<file path="config.mk">
export PLATFORM = sky130hd
export DESIGN_NAME = sa_vc_scheduler_flat
export DESIGN_NICKNAME = d
export VERILOG_FILES = /design/src/rtl/sa_vc_scheduler_pkg.sv /design/src/rtl/sa_vc_scheduler_if.sv /design/src/rtl/sa_vc_scheduler_rr_pick.sv /design/src/rtl/sa_vc_scheduler.sv /design/src/flat_wrapper.sv
export SDC_FILE = /design/constraint.sdc
export NUM_CORES = 1
export LEC_CHECK = 0
export BUFFER_PORTS_ARGS = -buffer_cell sky130_fd_sc_hd__buf_2
export CORE_UTILIZATION = 40
export CTS_BUF_LIST = sky130_fd_sc_hd__clkbuf_16
export CTS_CLUSTER_DIAMETER = 50
export DETAILED_ROUTE_END_ITERATION = 7
export PLACE_DENSITY = 0.7
export SLEW_MARGIN = 15
export SYNTH_ARGS = -nofsm -noshare
export SYNTH_HDL_FRONTEND = slang
export SYNTH_SLANG_ARGS = --single-unit
</file>
<file path="constraint.sdc">
create_clock -name clk -period 8.7 [get_ports clk]
set_input_delay 1.74 -clock clk [delete_from_list [all_inputs] [get_ports clk]]
set_output_delay 1.74 -clock clk [all_outputs]
set_load 0.1 [all_outputs]
</file>
<file path="src/rtl/sa_vc_scheduler_pkg.sv">
// Shared router constants and types for the input-port switch-allocation
// scheduler and its helpers.
package sa_vc_scheduler_pkg;

    // Router geometry: five ports (local plus four mesh directions).
    localparam int SA_NPORTS    = 5;
    localparam int SA_V_DEFAULT = 4;

    // Output-port indices into the one-hot port vector.
    localparam int PORT_LOCAL = 0;
    localparam int PORT_NORTH = 1;
    localparam int PORT_EAST  = 2;
    localparam int PORT_SOUTH = 3;
    localparam int PORT_WEST  = 4;

    // Wormhole lock state of one input port.
    typedef enum logic {
        IDLE   = 1'b0,
        LOCKED = 1'b1
    } sa_state_t;

endpackage

</file>
<file path="src/rtl/sa_vc_scheduler_if.sv">
// Bundle between the VC buffers / main switch allocator and one input
// port's stage-1 scheduler. The scheduler uses the slave view.
interface sa_vc_scheduler_if
    import sa_vc_scheduler_pkg::*;
#(
    parameter int V = SA_V_DEFAULT,
    parameter int N = SA_NPORTS
);
    logic [V-1:0]   vc_valid;
    logic [V-1:0]   vc_credit_ok;
    logic [V-1:0]   vc_tail;
    logic [V*N-1:0] vc_outport;
    logic [N-1:0]   reqSA_to_main;
    logic           inputGrantSA;
    logic [V-1:0]   vc_grant;
    logic           lock_active;
    logic           sa_err;

    modport master (
        output vc_valid, vc_credit_ok, vc_tail, vc_outport, inputGrantSA,
        input  reqSA_to_main, vc_grant, lock_active, sa_err
    );

    modport slave (
        input  vc_valid, vc_credit_ok, vc_tail, vc_outport, inputGrantSA,
        output reqSA_to_main, vc_grant, lock_active, sa_err
    );
endinterface

</file>
<file path="src/rtl/sa_vc_scheduler_rr_pick.sv">
// Combinational rotating-priority picker: returns the first requester at or
// after the pointer (wrapping modulo V) as one-hot plus its index.
module sa_vc_scheduler_rr_pick #(
    parameter int V  = 4,
    parameter int PW = (V > 1) ? $clog2(V) : 1
) (
    input  logic [V-1:0]  i_req,
    input  logic [PW-1:0] i_ptr,
    output logic [V-1:0]  o_gnt,
    output logic [PW-1:0] o_idx,
    output logic          o_any
);
    localparam int SW = PW + 1;

    // Scan ptr, ptr+1, ... modulo V and keep the first requester found.
    always_comb begin
        logic [SW-1:0] w_sum;
        logic [PW-1:0] w_j;
        o_gnt = '0;
        o_idx = '0;
        o_any = 1'b0;
        w_sum = '0;
        w_j   = '0;
        for (int k = 0; k < V; k++) begin
            w_sum = {1'b0, i_ptr} + SW'(k);
            if (w_sum >= SW'(V)) begin
                w_sum = w_sum - SW'(V);
            end
            w_j = w_sum[PW-1:0];
            if (!o_any && i_req[w_j]) begin
                o_any      = 1'b1;
                o_gnt[w_j] = 1'b1;
                o_idx      = w_j;
            end
        end
    end
endmodule

</file>
<file path="src/rtl/sa_vc_scheduler.sv">
// Stage-1 switch-allocation scheduler for one router input port: picks one
// eligible VC per cycle by round robin, forwards its output-port request to
// the main allocator, and turns the returned port grant into a VC read strobe.
// With LOCK=1 the port stays on one VC from head flit to tail flit.
module sa_vc_scheduler
    import sa_vc_scheduler_pkg::*;
#(
    parameter int V    = SA_V_DEFAULT,
    parameter int N    = SA_NPORTS,
    parameter int LOCK = 0
) (
    input  logic                 clk,
    input  logic                 rstn,
    sa_vc_scheduler_if.slave     io_sa
);
    localparam int PW = (V > 1) ? $clog2(V) : 1;

    function automatic logic is_onehot(input logic [N-1:0] v);
        return (v != '0) && ((v & (v - N'(1))) == '0);
    endfunction

    sa_state_t     r_state;
    logic [PW-1:0] r_lock_vc;
    logic          r_lock_active;
    logic [PW-1:0] r_rr_ptr;
    logic          r_sa_err;

    logic [V-1:0]  w_elig;
    logic [V-1:0]  w_win_oh;
    logic [PW-1:0] w_win_idx;
    logic          w_any;
    logic [N-1:0]  w_win_port;
    logic          w_win_tail;
    logic          w_eff_grant;

    // A VC competes when it has a flit and credit; while locked only the
    // owning VC may compete.
    always_comb begin
        w_elig = '0;
        for (int i = 0; i < V; i++) begin
            w_elig[i] = io_sa.vc_valid[i] & io_sa.vc_credit_ok[i] &
                        ((r_state == IDLE) || (r_lock_vc == PW'(i)));
        end
    end

    sa_vc_scheduler_rr_pick #(
        .V  (V),
        .PW (PW)
    ) u_pick (
        .i_req (w_elig),
        .i_ptr (r_rr_ptr),
        .o_gnt (w_win_oh),
        .o_idx (w_win_idx),
        .o_any (w_any)
    );

    // Select the winner's output-port vector and tail flag by its one-hot.
    always_comb begin
        w_win_port = '0;
        for (int i = 0; i < V; i++) begin
            if (w_win_oh[i]) begin
                w_win_port = w_win_port | io_sa.vc_outport[i*N +: N];
            end
        end
        w_win_tail = |(io_sa.vc_tail & w_win_oh);
    end

    // Request and grant are purely combinational so the main allocator can
    // answer in the same cycle; the grant never loops back into the request.
    assign w_eff_grant         = io_sa.inputGrantSA & w_any;
    assign io_sa.reqSA_to_main = (rstn && w_any) ? w_win_port : '0;
    assign io_sa.vc_grant      = (rstn && w_eff_grant) ? w_win_oh : '0;
    assign io_sa.lock_active   = r_lock_active;
    assign io_sa.sa_err        = r_sa_err;

    // Rotate priority past the winner only when the port was actually granted.
    always_ff @(posedge clk) begin
        if (!rstn) begin
            r_rr_ptr <= '0;
        end else if (w_eff_grant) begin
            r_rr_ptr <= (w_win_idx == PW'(V - 1)) ? '0 : (w_win_idx + PW'(1));
        end
    end

    // Wormhole lock: a granted head that is not a tail claims the port until
    // its tail is granted.
    always_ff @(posedge clk) begin
        if (!rstn) begin
            r_state       <= IDLE;
            r_lock_vc     <= '0;
            r_lock_active <= 1'b0;
        end else if ((LOCK != 0) && w_eff_grant) begin
            case (r_state)
                IDLE: begin
                    if (!w_win_tail) begin
                        r_state       <= LOCKED;
                        r_lock_vc     <= w_win_idx;
                        r_lock_active <= 1'b1;
                    end
                end
                LOCKED: begin
                    if (w_win_tail) begin
                        r_state       <= IDLE;
                        r_lock_active <= 1'b0;
                    end
                end
                default: begin
                    r_state       <= IDLE;
                    r_lock_active <= 1'b0;
                end
            endcase
        end
    end

    // Sticky protocol error: grant with nothing requested, or a malformed
    // output-port vector on the winning VC.
    always_ff @(posedge clk) begin
        if (!rstn) begin
            r_sa_err <= 1'b0;
        end else if ((io_sa.inputGrantSA && !w_any) ||
                     (w_any && !is_onehot(w_win_port))) begin
            r_sa_err <= 1'b1;
        end
    end
endmodule

</file>
<file path="src/flat_wrapper.sv">
// flat-port wrapper written by rule: the top's interface ports become plain ports
module sa_vc_scheduler_flat import sa_vc_scheduler_pkg::*;
#(
    parameter int V    = SA_V_DEFAULT,
    parameter int N    = SA_NPORTS,
    parameter int LOCK = 0
)
  (clk, rstn, io_sa_vc_valid, io_sa_vc_credit_ok, io_sa_vc_tail, io_sa_vc_outport, io_sa_inputGrantSA, io_sa_reqSA_to_main, io_sa_vc_grant, io_sa_lock_active, io_sa_sa_err);
  sa_vc_scheduler_if #(.V(V), .N(N)) io_sa_i ();
  input  logic clk;
  input  logic rstn;
  input wire logic [$bits(io_sa_i.vc_valid)-1:0] io_sa_vc_valid;
  input wire logic [$bits(io_sa_i.vc_credit_ok)-1:0] io_sa_vc_credit_ok;
  input wire logic [$bits(io_sa_i.vc_tail)-1:0] io_sa_vc_tail;
  input wire logic [$bits(io_sa_i.vc_outport)-1:0] io_sa_vc_outport;
  input wire logic [$bits(io_sa_i.inputGrantSA)-1:0] io_sa_inputGrantSA;
  output wire logic [$bits(io_sa_i.reqSA_to_main)-1:0] io_sa_reqSA_to_main;
  output wire logic [$bits(io_sa_i.vc_grant)-1:0] io_sa_vc_grant;
  output wire logic [$bits(io_sa_i.lock_active)-1:0] io_sa_lock_active;
  output wire logic [$bits(io_sa_i.sa_err)-1:0] io_sa_sa_err;
  assign io_sa_i.vc_valid = io_sa_vc_valid;
  assign io_sa_i.vc_credit_ok = io_sa_vc_credit_ok;
  assign io_sa_i.vc_tail = io_sa_vc_tail;
  assign io_sa_i.vc_outport = io_sa_vc_outport;
  assign io_sa_i.inputGrantSA = io_sa_inputGrantSA;
  assign io_sa_reqSA_to_main = io_sa_i.reqSA_to_main;
  assign io_sa_vc_grant = io_sa_i.vc_grant;
  assign io_sa_lock_active = io_sa_i.lock_active;
  assign io_sa_sa_err = io_sa_i.sa_err;
  sa_vc_scheduler #(.V(V), .N(N), .LOCK(LOCK)) u_core (.clk(clk), .rstn(rstn), .io_sa(io_sa_i));
endmodule
</file>
==> results of run 1 <==
per-layer routing:
metal	wire (µm)	up-vias	share of wire [%]	GRT usage, %
met2	1350	25	49	34.2
met1	1280	516	47	29.2
met4	56	0	2.0	10.8
met3	63	6	2.3	3.27
met5	0	-	0	0
li1	-	577	-	-
worst register-to-register path, delay by kind of cell (launching register included):
family | cells | cell delay, ns
compound gates | 6 | 1.59
flops | 1 | 0.73
simple gates | 3 | 0.64
fa+ha+maj | 1 | 0.57
buf+inv | 1 | 0.21
cell usage after synthesis (all sizes together) (2+ instances only):
cell type	count	area [µm²]
o211ai	2	15.0
nor4	3	18.8
a21boi	2	30.0
buf	3	17.5
a22oi	5	37.5
a21oi	4	20.0
o221ai	5	56.3
a222oi	2	20.0
a21bo	2	20.0
nand3b	2	15.0
nand3	3	15.0
nor2b	9	56.3
a221oi	2	17.5
a32oi	2	17.5
nand4	2	12.5
dfxtp	3	60.1
nand2	12	45.0
o31ai	2	15.0
a41oi	2	17.5
and2	6	42.5
nand4b	2	17.5
xnor2	2	17.5
o21ai	5	25.0
inv	16	60.1
nor2	5	18.8
ha	8	100
mux2i	6	60.1
final cells by class:
cell class              instances  area, µm²  share of cell area, %
inverters                      16       60.1                   4.71
flip-flops and latches          3       60.1                   4.71
clock inverters                 1       3.75                  0.294
clock buffers                   3       75.1                   5.89
multi-input cells             109        841                   65.9
repair buffers                 40        200                   15.7
well taps                      28       35.0                   2.75
logic make-up (layout without fill, tap and decap cells):
group,Yosys count,after routing,share of synthesized area [%]
and+or+nand+nor,47,47,27.2
AOI/OAI and AO/OA,43,43,37.0
buffers and inverters,19,60,7.93
adders and majority gates,8,8,10.2
muxes,7,7,8.44
xor gates and xnor gates,3,3,2.69
DFF,3,3,6.14
other,1,1,0.383
worst max path at each step:
stage,startpoint,to,slack (ns),cells after the start
2_1_floorplan,io_sa_vc_valid[1],io_sa_reqSA_to_main[0],2.37,7
3_3_place_gp,io_sa_vc_valid[1],io_sa_reqSA_to_main[0],2.90,9
3_5_place_dp,io_sa_vc_valid[1],io_sa_reqSA_to_main[3],2.84,9
4_1_cts,io_sa_vc_valid[1],io_sa_reqSA_to_main[3],2.84,9
5_1_grt,io_sa_vc_valid[1],io_sa_reqSA_to_main[3],2.71,9
6_report,io_sa_vc_valid[1],io_sa_reqSA_to_main[3],2.80,8
placed cells by master (no fill, tap or decap), types with 2 or more instances in the layout:
cell type  instances
a221oi_1           2
nand2_1           12
and2_1             4
a32oi_1            2
a21bo_2            2
buf_2             40
nand4_1            2
a21oi_1            4
dfxtp_1            3
nand4b_1           2
nor2b_1            9
o221ai_2           2
o21ai_0            5
xnor2_1            2
nand3_1            3
a22oi_1            5
nor2_1             5
clkbuf_16          3
nand3b_1           2
mux2i_1            6
nor4_1             3
o31ai_1            2
inv_1             15
and2_4             2
inv_2              2
a222oi_1           2
o211ai_1           2
a41oi_1            2
o221ai_1           3
ha_1               8
report_power, final:
group	total [mW]	switching (mW)	internal [mW]
registers	0.0319	0.0128	0.0191
clock network	0.0724	0.0131	0.0593
logic	0.295	0.193	0.102
total	0.400	0.219	0.180
through the flow:
step                instance area, µm²  hold slack [ns]  power, mW  cells
finish                            1270            0.501      0.400    200
detailed placement                1200            0.518      0.325    196
global route                      1270            0.524      0.427    200
global placement                  1200            0.472      0.318    196
CTS                               1270            0.515      0.400    200
floorplan                          978            0.763      0.274    131
==> results.toml, run 1 <==
[logic_synthesis]
yosysSeqAreaShare_pct = 6.14
ys_types = 46
synth.avg_cell_area_um2 = 7.47
syn_inst = 131
synth_seq_cells = 3
synth_edf_count = 0
syn_area_um2 = 978
yosys_warnings = 0
syn_nets = 174
synthFlopType = "dfxtp_1"
async_reset_ff_share_pct = 0

[global_route]
grt-ovfl-total = 0
grt_usage_pct = 22.0
antenna_found_initial = 0
grt_first_pass_wirelength_um = 4380
grt_pass1_vias = 1004
grt_max_degree = 20

[clock_tree]
cts_htree_levels = 1
cts_tree = "done"
cts.clk_slew.worst_paths_ns = 0.03
clockRootBuffer = "clkbuf_16"
postCtsHoldBufs = 0
clock-sinks = 3
cts_resized = 0
cts_made_buffers = 3
insertion_delay_ns = 0.22
clockBufferDepth = 2
postCtsSetupRepairBufs = 0

[critical_path]
cp_data_arrival_time_ns = 4.16
worstPathMaxFanout = 7
reg2regPathDepth = 11
slowest_stage = "mux4_2"
timing.rr.end = "u_core.io_sa.sa_err"
path_common_cell = "buf_2"
cpPeakStageDelay_ns = 0.58
start_kind = "input port"
crit_chain = "buf_2 -> and2_1 -> mux4_2 -> a222oi_1 -> a21boi_4 -> o221ai_1 -> nor2b_1 -> buf_2"
end_kind = "primary output"
cpLargestDelayFamily = "compound AO/OA/AOI/OAI gates"
critPathBufInv = 2
required_ns = 6.96
path_class = "input port to primary output"
r2r_setup_slack_ns = 4.83

[die]
die_y_um = 51.5
rows = 17
die_x_um = 51.5
dieArea_um2 = 2650
coreArea_um2 = 2250
io_pins = 46
start_util_pct = 43.4

[layout]
n_antenna_cell = 0
nNetsFinal = 216
fin_util_pct = 56.5
area_growth_pct = 30.3
fillers = 218
drive_gt1_share_pct = 32.0

[sta]
fin_tns_setup_ns = 0
drv_slew = 0
finalSetupViolCount = 0
fin_crit_ns = 5.90
rsz0062_at_grt = "no"
fin_skew_ns = 0.000602
post-route-period-util_pct = 67.9
relSlewSlack_pct = 55.8
worst_pin_slew_ns = 0.663
hold_viol = 0
setup_ws_ns = 2.80
fmax_mhz = 169

[route]
vias_per_cell = 5.62
wl_per_cell_um = 13.8
dr.pass1.iters = 4
vias = 1124
antenna_left = 0
drt_iter0_markers = 37
drc = 0
wirelength_um = 2750

[job]
maxCapViolCount = 0

[power_and_ir_drop]
leakage_nw = 0.603
ir_drop_mv = 0.207
powerDensity_nw_per_um2 = 314

[hold_path]
min_path_cells = 2
whs_endpoint = "u_core.io_sa.sa_err"
min_path_type = "register to register"
worstHoldStart = "u_core.io_sa.sa_err"

[placed_design]
numPortBuffers = 40
place_congestion = 0.836
preCtsSetupSlack_ns = 2.84
hpwl_um = 2150

[run_status]
outcome = "finished clean"
(Power assumes the default switching activity.)
==> run 2, diff against run 1 <==
clock period = 5.61 ns   (was 8.7 ns; I/O delays follow)
==> results.toml, run 2 (synthesis results as in run 1) <==
[placed_design]
hpwl_um = 2180
numPortBuffers = 40
place_area_um2 = 1200
place_congestion = 0.837

[clock_tree]
postCtsHoldBufs = 0
insertion_delay_ns = 0.22
cts_htree_levels = 1
clockBufferDepth = 2
cts_tree = "done"
cts_resized = 0
cts_made_buffers = 3
cts.clk_slew.worst_paths_ns = 0.03
clock-sinks = 3
postCtsSetupRepairBufs = 0
clockRootBuffer = "clkbuf_16"

[critical_path]
end_kind = "primary output"
start_kind = "register"
cp_data_arrival_time_ns = 3.87
required_ns = 4.49
path_class = "register to primary output"
worstPathMaxFanout = 19

[layout]
final_area_um2 = 1270
fillers = 216
mostFrequentLayoutCell = "buf_2"
area_growth_pct = 30.3
final_cell_mix = "40 x buf_2, 15 x inv_1, 12 x nand2_1, 9 x nor2b_1, 8 x ha_1"
nNetsFinal = 216
multiInputGateArea_um2 = 841
n_antenna_cell = 0
drive_gt1_share_pct = 32.0
regArea_um2 = 60.1

[sta]
rsz0062_at_grt = "no"
fin_crit_ns = 5.00
hold_ws_ns = 0.523
drv_slew = 0
worst_pin_slew_ns = 0.667
fin_tns_setup_ns = 0
fmax_mhz = 200
fin_skew_ns = 0.000801
hold_viol = 0
post-route-period-util_pct = 89.1
relSlewSlack_pct = 55.5
finalSetupViolCount = 0

[power_and_ir_drop]
power_mw = 0.616
powerDensity_nw_per_um2 = 483
leakage_nw = 0.603
ir_drop_mv = 0.361

[die]
die_y_um = 51.5
start_util_pct = 43.4
rows = 17
coreArea_um2 = 2250
io_pins = 46
dieArea_um2 = 2650
die_x_um = 51.5

[global_route]
grt_first_pass_wirelength_um = 4460
grt_pass1_vias = 995
antenna_found_initial = 0
grt-ovfl-total = 0
grt_max_degree = 20
grt_usage_pct = 22.0

[route]
vias = 1158
wl_per_cell_um = 13.7
antenna_left = 0
wirelength_um = 2740
dr.pass1.iters = 4
drc = 0
vias_per_cell = 5.79
drt_iter0_markers = 33

[run_status]
outcome = "finished clean"

[hold_path]
min_path_type = "register to register"

[job]
maxCapViolCount = 0
## run 2: cell counts in the layout (fill, tap and decap cells not counted)
Identical to the previous run, type by type.
## run 2: where the power goes
part	switching [mW]	total, mW	internal, mW
Combinational	0.298	0.456	0.158
Clock	0.0191	0.111	0.0918
Sequential	0.0198	0.0494	0.0296
## run 2: critical path: stages, from the launching register on
cell	delay [ns]
dfxtp_1	0.74
inv_2	0.22
ha_1	0.58
nand4bb_1	0.24
and4_1	0.31
nor2b_1	0.37
a21boi_2	0.19
o221ai_1	0.38
nor2b_1	0.18
buf_2	0.43
## run 2: path summary, 6_finish.rpt
check / endpoint / depth (start not counted) / slack (ns) / from
max: io_sa_reqSA_to_main[0] / 9 / 0.61 / register
min: u_core.io_sa.sa_err / 2 / 0.52 / u_core.io_sa.sa_err
max reg2reg: u_core.io_sa.sa_err / 11 / 1.74 / register
min reg2reg: u_core.io_sa.sa_err / 2 / 0.52 / u_core.io_sa.sa_err
## run 2: final cells by class
| type | count | area share (%) |
|---|---|---|
| clock inverter | 1 | 0.294 |
| timing repair buffer | 40 | 15.7 |
| inverter | 16 | 4.71 |
| clock buffer | 3 | 5.89 |
| sequential | 3 | 4.71 |
| tap | 28 | 2.75 |
| multi-input combinational | 109 | 65.9 |
## run 2: through the flow
step           setup slack [ns]  util [%]  instances
3_5_place_dp              0.882      53.1        196
6_report                  0.613      56.5        200
2_1_floorplan             0.515         -        131
5_1_grt                   0.230      56.5        200
4_1_cts                   0.623      56.5        200
3_3_place_gp              0.937      53.1        196
## run 2: routing by layer
metal | vias to the layer above | track usage, % | share of wire (%)
met1 | 545 | 31.3 | 44
met2 | 21 | 35.3 | 52
met5 | - | 0 | 0
met4 | 0 | 4.95 | 1.3
met3 | 5 | 2.08 | 3.1
li1 | 587 | - | -
